## src/rtl/alarm_speaker_arbiter.sv

```systemverilog
// rtl/alarm_speaker_arbiter.sv - speaker arbiter for four alarms and an hourly chime
// Optional snooze re-arm counters are built only when ALARM_SNOOZE_EN is defined.
module alarm_speaker_arbiter #(
   parameter int CHIME_SECS  = 2,
   parameter int SNOOZE_SECS = 60
) (
   input  logic       clk,
   input  logic       rst,
   input  logic       sec_tick,
   input  logic [3:0] alr_req,
   input  logic [7:0] alr_len,
   input  logic [7:0] alr_music,
   input  logic       chime_req,
   input  logic       dismiss,
   input  logic       snooze,
   output logic [3:0] alr_grant,
   output logic       chime_grant,
   output logic       spk_en,
   output logic [1:0] song_sel,
   output logic [5:0] remain_sec
);

   typedef enum logic [1:0] {IDLE, PLAY_ALR, PLAY_CHIME, GAP} state_t;

   state_t     state;
   logic [3:0] alr_prev;
   logic       chime_prev;
   logic [3:0] pending;
   logic       chime_pend;
   logic [1:0] gidx;

   logic [3:0] alr_rise;
   logic       chime_rise;
   logic [3:0] snz_fire;
   logic [3:0] pend_clr;
   logic       chime_clr;
   logic [3:0] pending_nxt;
   logic       chime_nxt;
   logic [1:0] pick_idx;
   logic       any_pend;
   logic       tick_end;
   logic       alr_stop;
   logic       chime_stop;

   function automatic logic [5:0] len_secs(input logic [1:0] code);
      case (code)
         2'd0:    len_secs = 6'd15;
         2'd1:    len_secs = 6'd30;
         2'd2:    len_secs = 6'd45;
         default: len_secs = 6'd60;
      endcase
   endfunction

   assign alr_rise   = alr_req & ~alr_prev;
   assign chime_rise = chime_req & ~chime_prev;
   assign tick_end   = sec_tick && (remain_sec == 6'd1);
   assign spk_en     = (|alr_grant) | chime_grant;

`ifdef ALARM_SNOOZE_EN
   logic [7:0] snooze_cnt [4];
   logic       snz_load;

   // dismiss has priority: a simultaneous snooze never arms a counter
   assign snz_load   = (state == PLAY_ALR) && snooze && !dismiss;
   assign alr_stop   = dismiss || snooze || tick_end;
   assign chime_stop = dismiss || snooze || tick_end || (|alr_rise);

   always_comb begin
      snz_fire = '0;
      for (int i = 0; i < 4; i++) begin
         snz_fire[i] = sec_tick && (snooze_cnt[i] == 8'd1) && !(snz_load && gidx == 2'(i));
      end
   end

   always_ff @(posedge clk) begin
      if (rst) begin
         for (int i = 0; i < 4; i++) snooze_cnt[i] <= 8'd0;
      end else begin
         for (int i = 0; i < 4; i++) begin
            if (snz_load && gidx == 2'(i))
               snooze_cnt[i] <= 8'(SNOOZE_SECS);
            else if (sec_tick && snooze_cnt[i] != 8'd0)
               snooze_cnt[i] <= snooze_cnt[i] - 8'd1;
         end
      end
   end
`else
   logic unused_snooze;

   assign unused_snooze = snooze;
   assign snz_fire      = 4'b0000;
   assign alr_stop      = dismiss || tick_end;
   assign chime_stop    = dismiss || tick_end || (|alr_rise);
`endif

   always_comb begin
      pick_idx = 2'd0;
      any_pend = |pending;
      for (int i = 3; i >= 0; i--) begin
         if (pending[i]) pick_idx = 2'(i);
      end
   end

   // a set arriving in the same cycle as the grant-clear survives
   always_comb begin
      pend_clr  = '0;
      chime_clr = 1'b0;
      if (state == IDLE) begin
         if (any_pend) pend_clr[pick_idx] = 1'b1;
         else if (chime_pend) chime_clr = 1'b1;
      end
      pending_nxt = (pending & ~pend_clr) | alr_rise | snz_fire;
      chime_nxt   = (chime_pend & ~chime_clr) | (chime_rise && state != PLAY_ALR);
   end

   always_ff @(posedge clk) begin
      if (rst) begin
         state       <= IDLE;
         alr_prev    <= '0;
         chime_prev  <= 1'b0;
         pending     <= '0;
         chime_pend  <= 1'b0;
         gidx        <= 2'd0;
         alr_grant   <= '0;
         chime_grant <= 1'b0;
         song_sel    <= 2'd0;
         remain_sec  <= 6'd0;
      end else begin
         alr_prev   <= alr_req;
         chime_prev <= chime_req;
         pending    <= pending_nxt;
         chime_pend <= chime_nxt;
         case (state)
            IDLE: begin
               if (any_pend) begin
                  state      <= PLAY_ALR;
                  gidx       <= pick_idx;
                  alr_grant  <= 4'b0001 << pick_idx;
                  song_sel   <= alr_music[{pick_idx, 1'b0} +: 2];
                  remain_sec <= len_secs(alr_len[{pick_idx, 1'b0} +: 2]);
               end else if (chime_pend) begin
                  state       <= PLAY_CHIME;
                  chime_grant <= 1'b1;
                  song_sel    <= 2'b11;
                  remain_sec  <= 6'(CHIME_SECS);
               end
            end
            PLAY_ALR, PLAY_CHIME: begin
               if ((state == PLAY_ALR) ? alr_stop : chime_stop) begin
                  state       <= GAP;
                  alr_grant   <= '0;
                  chime_grant <= 1'b0;
                  song_sel    <= 2'd0;
                  remain_sec  <= 6'd0;
               end else if (sec_tick) begin
                  remain_sec <= remain_sec - 6'd1;
               end
            end
            default: state <= IDLE;
         endcase
      end
   end

endmodule

```

## config.mk

```make
export PLATFORM = sky130hd
export DESIGN_NAME = alarm_speaker_arbiter
export DESIGN_NICKNAME = d
export VERILOG_FILES = /design/src/rtl/alarm_speaker_arbiter.sv
export SDC_FILE = /design/constraint.sdc
export NUM_CORES = 1
export LEC_CHECK = 0
export CORE_MARGIN = 2
export CORE_UTILIZATION = 35
export CTS_CLUSTER_SIZE = 16
export DETAILED_ROUTE_END_ITERATION = 10
export SLEW_MARGIN = 20
export SYNTH_ARGS = -nofsm -noshare
export SYNTH_HDL_FRONTEND = slang
export SYNTH_SLANG_ARGS = --single-unit
```

## constraint.sdc

```tcl
create_clock -name clk -period 2.5 [get_ports clk]
set_input_delay 0.5 -clock clk [delete_from_list [all_inputs] [get_ports clk]]
set_output_delay 0.5 -clock clk [all_outputs]
set_load 0.01 [all_outputs]
```

---- Word level (Yosys, flattened, before mapping) ----
Cells that the tools add are included.
storage, ports and cells
  bits in registers ....................... 25
  input port bits ......................... 26
  output and inout port bits .............. 14
  word-level logic and storage cells ...... 88
operators by class
  $add $sub $neg .......................... 1
  $lt $le $gt $ge ......................... 2
  equal/unequal tests ..................... 12
  shifts and indexed selects .............. 3
  multiplexer cells ....................... 33
  bitwise gates (word level) .............. 11
  reductions and logical operators ........ 17
operator list
  kind                 count
  $mux 6               4
  $mux 2               10
  $pmux 6 s3           1
  $mux 4               4
  $shiftx 8x4->2       2
  $pmux 6 s2           1
  $reduce_or 4->1      3
  $reduce_and 3->1     3
  $and 4x4->4          2
  $mux 1               8
  $ne 2x2->1 const B   4
  $not 4->4            2
  $pmux 2 s2           2
  $pmux 4 s2           1
  $eq 6x1->1 const B   1
  $ne 3x3->1 const B   2
  $sub 6x1->6 const B  1
  $eq 2x1->1 const B   2
  $eq 2x2->1 const B   2
  $logic_not 2->1      2
  $or 4x4->4           1
  $reduce_and 4->1     1
  $shl 1x2->4 const A  1
  $logic_and 1x1->1    3
  other kinds (12)     16

---- Longest topological paths before layout ----
Gate-level depths: netlist of run 1.
  word-level depth ........................ 13
  mapped depth ............................ 8
  gate-level depth less buffers ........... 7

---- Worst setup path before layout of run 1 ----
OpenSTA, ideal clock, no wires.
  path kind ............................... register -> register
  start ................................... register state[0]
  end ..................................... register state[0]
  setup time .............................. 71 ps
  arrival time ............................ 1,766 ps
  data required time ...................... 2,429 ps
  setup slack ............................. 663 ps
  stages on the path, launching flop included .. 9
  path buffers ............................ 1
  period minus slack after synthesis ...... 1,837 ps
  path through ............................ dfxtp_1 -> inv_1 -> ha_1 -> buf_2 -> nand2b_1 -> a41o_1 -> nor2_2 -> or4_1 -> a21oi_1
on the way
  word-level cells in the longest chain between the ends .. 4
  elaborated cells between the ends (all ways) .. 9
  those cells by class .................... eq/ne: 4; mux: 2; reduce/logical: 3
RTL lines
  what                                              line      RTL
  start: declaration                                25        state_t state;
  start signal: assignment                          118       state <= IDLE;
  start signal: assignment                          136       state <= PLAY_ALR;
  start signal: assignment                          142       state <= PLAY_CHIME;
  $eq 2x1->1 / $eq 2x2->1 (equally long branches)   133, 149
  $mux 1 / $reduce_or 2->1 (equally long branches)  149, 133
  $ne 2x2->1 (no source line)                       -
  $reduce_and 2->1 (no source line)                 -
Parallel ways exist; a longest one is shown, timed or not.
A chain may end at the register's enable or synchronous reset.

---- Worst setup path after layout of run 1 ----
  start ................................... input alr_req[3]
  end ..................................... register state[0]
on the way
  word-level cells in the longest chain between the ends .. 6
RTL lines
  what                               line  RTL
  start: declaration                 10    input logic [3:0] alr_req,
  $and 4x4->4                        54    assign alr_rise = alr_req & ~alr_prev;
  $reduce_or 4->1                    93    assign chime_stop = dismiss || tick_end || (|alr_rise);
  $logic_or 1x1->1                   93
  $mux 1                             149   if ((state == PLAY_ALR) ? alr_stop : chime_stop) begin
  $ne 2x2->1 (no source line)        -
  $reduce_and 2->1 (no source line)  -
  end signal: assignment             142
  end signal: assignment             150   state <= GAP;
  end signal: assignment             159   default: state <= IDLE;
No other way between the ends.

==> impl_metrics.yaml, run 1 <==
cts:
  clock-sinks: 25
  cts_buffers: 3
  cts_resized: 0
  holdBufCountCts: 0
  h-tree-depth: 1
  cts_setup_buffers: 0
  clk_latency_ns: 0.27
  path_clk_slew_ns: 0.09
  cts_tree: "built"
  cts_buffer_depth: 2
  cts-root-buf: "clkbuf_8"
pwr:
  p_sw_uw: 875
  internal_power_uw: 1150
  vdd_drop_max_mv: 0.649
  power_density_nw_per_um2: 1100
  power_frac_seq: 0.303
  p_leak_uw: 0.000693
  p_comb_frac: 0.574
  swShare: 0.432
  p_total_uw: 2030
  clkPwrFrac: 0.122
synth:
  syn_avg_cell_area_um2: 8.37
  mappedNetlistArea_um2: 1370
  ys_async_sr_fraction: 0
  postSynthNetCount: 195
  synth_edf_count: 0
  ys_types: 41
  synth.yosys.seq_area_share: 0.365
  ys_ff_latch: 25
  yosysTopAreaCell: "dfxtp_1"
  synth_top_area_share: 0.365
  yosysWarnings: 0
  synthCells: 164
  synth_ff_type: "dfxtp_1"
  yosys-top-cells-area: "dfxtp_1, nor2_1, a21oi_1"
global_route:
  antenna_found_initial: 0
  grt_overflow: 0
  grt_usage: 0.172
  grt_pass1_wl_um: 6000
  grt_max_degree: 26
  grt_pass1_vias: 1381
worst_setup_path:
  cp_top_family: "simple AND/OR/NAND/NOR gates"
  crit_path_end_kind: "flip-flop"
  path_buf_inv: 1
  critPathKind: "primary input to flip-flop"
  cp.arrival_ns: 2.24
  crit_fanout: 5
  path_cells: "clkdlybuf4s50_1 > nand2b_4 > a41oi_2 > nor2_2 > or4_1 > a21oi_1"
  critPathMaxStageDelay_ns: 0.53
  critPathRequiredTime_ns: 2.71
  start_kind: "primary input"
  cpMaxStageDelayCell: "or4_1"
timing:
  slew_headroom: 0.678
  drv_slew: 0
  final-setup-viol-count: 0
  setup_tns_ns: 0
  min_period_ns: 2.03
  tightestPinTransition_ns: 0.480
  grt_setup_unrepaired: "no"
  hold_viol_final: 0
  timing.fmax_ghz: 0.492
  worst_clock_skew_ns: 0.00548
  timing.final.crit_share: 0.812
floorplanning:
  initial_core_util: 0.369
  placementRows: 22
  dieArea_um2: 4440
  fp.dieH_um: 66.6
  die_x_um: 66.6
  io_pins: 40
  core_um2: 3720
layout:
  drive_above_1_share: 0.0887
  fin_nets: 235
  layout_commonest_cell: "clkdlybuf4s50_1"
  mostFrequentLayoutCells: "clkdlybuf4s50_1, nor2_1, dfxtp_1, nand2_1, a21oi_1"
  area_growth_pct: 34.6
  diodes: 0
min_path:
  hold_path_class: "flip-flop to flip-flop"
routing:
  post_drt_via_cell_ratio: 5.34
  drtAntennaViolNets: 0
  drc: 0
  drtPass1Iterations: 4
  routed_wl_um: 3530
  vias: 1341
  wl_per_cell_um: 14.1
  dr.first_iter.drc_count: 62
placed_design:
  gp_congestion: 0.843
  port_buffers: 38
  dpl.hpwl_um: 2730
run_status:
  status: "finished, final reports clean"
job:
  drv_cap: 0
[cell families after synthesis]
logic type	share of synthesized area
AO/OA/AOI/OAI	0.249
buffers and inverters	0.0565
adder cells (fa/ha/maj)	0.0456
AND/OR/NAND/NOR	0.244
XOR/XNOR	0.0255
multiplexers	0.0146
flip-flops	0.365
[path summary, 6_finish.rpt]
check / cells after the start / endpoint / slack (ns) / from
setup / recovery: 6 / state[0] / 0.47 / alr_req[3]
hold / removal: 2 / state[1] / 0.50 / state[1]
setup reg to reg: 6 / remain_sec[0] / 0.51 / state[0]
hold reg to reg: 2 / state[1] / 0.50 / state[1]
[state kept, by name (all words and copies together), names as in the netlist]
register     count
alr_grant        4
alr_prev         4
chime_grant      1
chime_pend       1
chime_prev       1
pending          4
remain_sec       6
song_sel         2
state            2
[cell type report]
type / count / area, µm²
Clock buffer: 3 / 41.3
Clock inverter: 1 / 7.51
Fill cell: 363 / 1870
Inverter: 9 / 33.8
Multi-Input combinational cell: 123 / 795
Sequential cell: 25 / 500
Tap cell: 48 / 60.1
Timing Repair Buffer: 42 / 410
[power groups by stage]
stage	logic (µW)	clock network (µW)	registers (µW)
floorplan	761	0	626
global placement	1140	0	618
detailed placement	1150	0	622
CTS	1160	253	613
global route	1300	270	634
finish	1160	248	615
[Yosys cell counts (all sizes together) (3+ instances only)]
master and instances:
ha 5, nand2b 6, a32oi 4, nand2 15
inv 9, nor2 26, a211oi 3, a31oi 3
nor2b 6, a21oi 13, dfxtp 25, o21ai 10
clkbuf 3, nor3 4, a311oi 3, buf 4
[tightest hold or removal path: stages, from the launching register on]
cell,delay (ns)
dfxtp_1,0.33
o21ai_0,0.07
a21oi_1,0.06
[through the flow]
step	cell area (µm²)	std cells	setup WS (ns)	hold WS, ns	utilization
2_1_floorplan	1370	164	0.663	0.466	-
3_5_place_dp	1800	247	0.196	0.489	0.484
4_1_cts	1850	251	0.481	0.503	0.497
6_report	1850	251	0.469	0.498	0.497
5_1_grt	1850	251	0.352	0.529	0.497
3_3_place_gp	1800	247	0.223	0.479	0.484
[layer usage]
metal	up-vias	global-route usage	wire length (µm)
met2	43	0.294	1680
li1	661	-	-
met1	629	0.216	1610
met5	-	0	0
met3	8	0.0236	173
met4	0	0.0663	74
Power figures use the tool's default switching activity.
==> run 2: changes to the inputs <==
- clock period: 2.5 -> 2.1 ns (I/O delays scaled with it)
==> run 2 against run 1 <==
Compared with the run above:
- design area up 2.9%
- via count increased by 0.82%
- worst hold slack hardly changed
- non-clock buffer count increased by 6
- clock-buffer cell count rose by 1
- critical path depth increased by 1
- sequential share of layout area fell by 0.77 points
- core utilization rose by 1.4 points
- first-iteration DRC count rose by 39%
- worst setup slack got worse by 0.26 ns
==> impl_metrics.yaml, run 2 (synthesis results as in run 1) <==
cts:
  cts-root-buf: "clkbuf_8"
  cts_resized: 0
  cts_buffer_depth: 2
  holdBufCountCts: 0
  clk_latency_ns: 0.27
  cts_setup_buffers: 0
  cts_buffers: 3
  path_clk_slew_ns: 0.09
  h-tree-depth: 1
  cts_tree: "built"
  clock-sinks: 25
routing:
  drc: 0
  post_drt_via_cell_ratio: 5.26
  vias: 1352
  drtPass1Iterations: 4
  dr.first_iter.drc_count: 86
  drtAntennaViolNets: 0
  routed_wl_um: 3620
  wl_per_cell_um: 14.1
layout:
  multi_input_area_um2: 795
  final_cell_count_no_fill: 257
  area_growth_pct: 38.6
  post-route-util: 0.512
  top_register: "remain_sec"
  mostFrequentLayoutCells: "clkdlybuf4s50_1, nor2_1, dfxtp_1, nand2_1, a21oi_1"
  drive_above_1_share: 0.110
  regArea_um2: 500
  fin_nets: 241
  layout_commonest_cell: "clkdlybuf4s50_1"
  fillCellCount: 366
  diodes: 0
  largest_reg_flops: 6
global_route:
  grt_max_degree: 26
  antenna_found_initial: 0
  grt_pass1_vias: 1315
  grt_overflow: 0
  grt_usage: 0.174
  grt_pass1_wl_um: 5890
timing:
  slew_headroom: 0.659
  timing.final.crit_share: 0.900
  setup_tns_ns: 0
  whs_ns: 0.499
  tightestPinTransition_ns: 0.506
  final-setup-viol-count: 0
  timing.fmax_ghz: 0.529
  hold_viol_final: 0
  worst_clock_skew_ns: 0.00439
  drv_slew: 0
  min_period_ns: 1.89
  grt_setup_unrepaired: "no"
worst_setup_path:
  start_kind: "flip-flop"
  crit_fanout: 4
  critPathMaxStageDelay_ns: 0.51
  critPathRequiredTime_ns: 2.31
  cpMaxStageDelayCell: "or4_1"
  crit_path_end_kind: "flip-flop"
  critPathKind: "flip-flop to flip-flop"
  cp.arrival_ns: 2.10
  path_cells: "inv_1 > ha_1 > nand2b_1 > a41o_1 > nor2_2 > or4_1 > a21oi_1"
pwr:
  power_density_nw_per_um2: 1300
  p_total_uw: 2480
  p_leak_uw: 0.000729
  vdd_drop_max_mv: 0.598
floorplanning:
  placementRows: 22
  dieArea_um2: 4440
  initial_core_util: 0.369
  core_um2: 3720
  fp.dieH_um: 66.6
  die_x_um: 66.6
  io_pins: 40
placed_design:
  place_inst: 253
  dpl.hpwl_um: 2820
  gp_congestion: 0.845
  port_buffers: 38
run_status:
  status: "finished, final reports clean"
job:
  drv_cap: 0
min_path:
  hold_path_class: "flip-flop to flip-flop"
run 2: changes by cell type in the layout (fill, tap and decap cells not counted):
cell	change
buf_4	+5
buf_12	+1
clkbuf_1	+1
clkinvlp_4	-1
run 2: worst max-delay path: cells and delay by family, from the launching register on:
kind	cells	cell delay, ns
AOI/OAI and AO/OA	2	0.33
adders and majority gates	1	0.33
buffers and inverters	1	0.06
DFF	1	0.39
and+or+nand+nor	3	0.73
run 2: layer usage:
layer,global-route usage,part of all wire,wire (µm)
met4,0.0485,0.014,49
met5,0,0,0
met1,0.216,0.43,1570
met2,0.300,0.50,1800
met3,0.0389,0.055,200
run 2: cell type report:
| class | instances | area share |
|---|---|---|
| multi-input cells | 123 | 0.418 |
| flip-flops and latches | 25 | 0.263 |
| repair buffers | 48 | 0.246 |
| well taps | 48 | 0.0316 |
| clock buffers | 4 | 0.0237 |
| inverters | 9 | 0.0178 |
run 2: report_power, final:
part	leakage [µW]	internal, µW	switching [µW]
sequential	0.000207	597	132
clock	0.0000228	136	157
combinational	0.000500	702	758
run 2: final timing paths:
kind               startpoint     endpoint  slack, ns  cells after the start
setup / recovery     state[0]     state[0]       0.21                      7
hold / removal    chime_grant  chime_grant       0.50                      2
setup reg to reg     state[0]     state[0]       0.21                      7
hold reg to reg   chime_grant  chime_grant       0.50                      2
run 2: metrics by stage:
| stage | area, µm² | setup slack, ns |
|---|---|---|
| after floorplan | 1370 | 0.263 |
| after global routing | 1900 | 0.0871 |
| after detailed placement | 1860 | -0.0321 |
| after CTS | 1900 | 0.222 |
| final | 1900 | 0.210 |
| after global placement | 1860 | -0.00381 |
==> run 3: changes to the inputs <==
- CTS_CLUSTER_DIAMETER: default -> 80
==> results of run 3 <==
Final layout, timing and power as in run 2 (identical DEF).
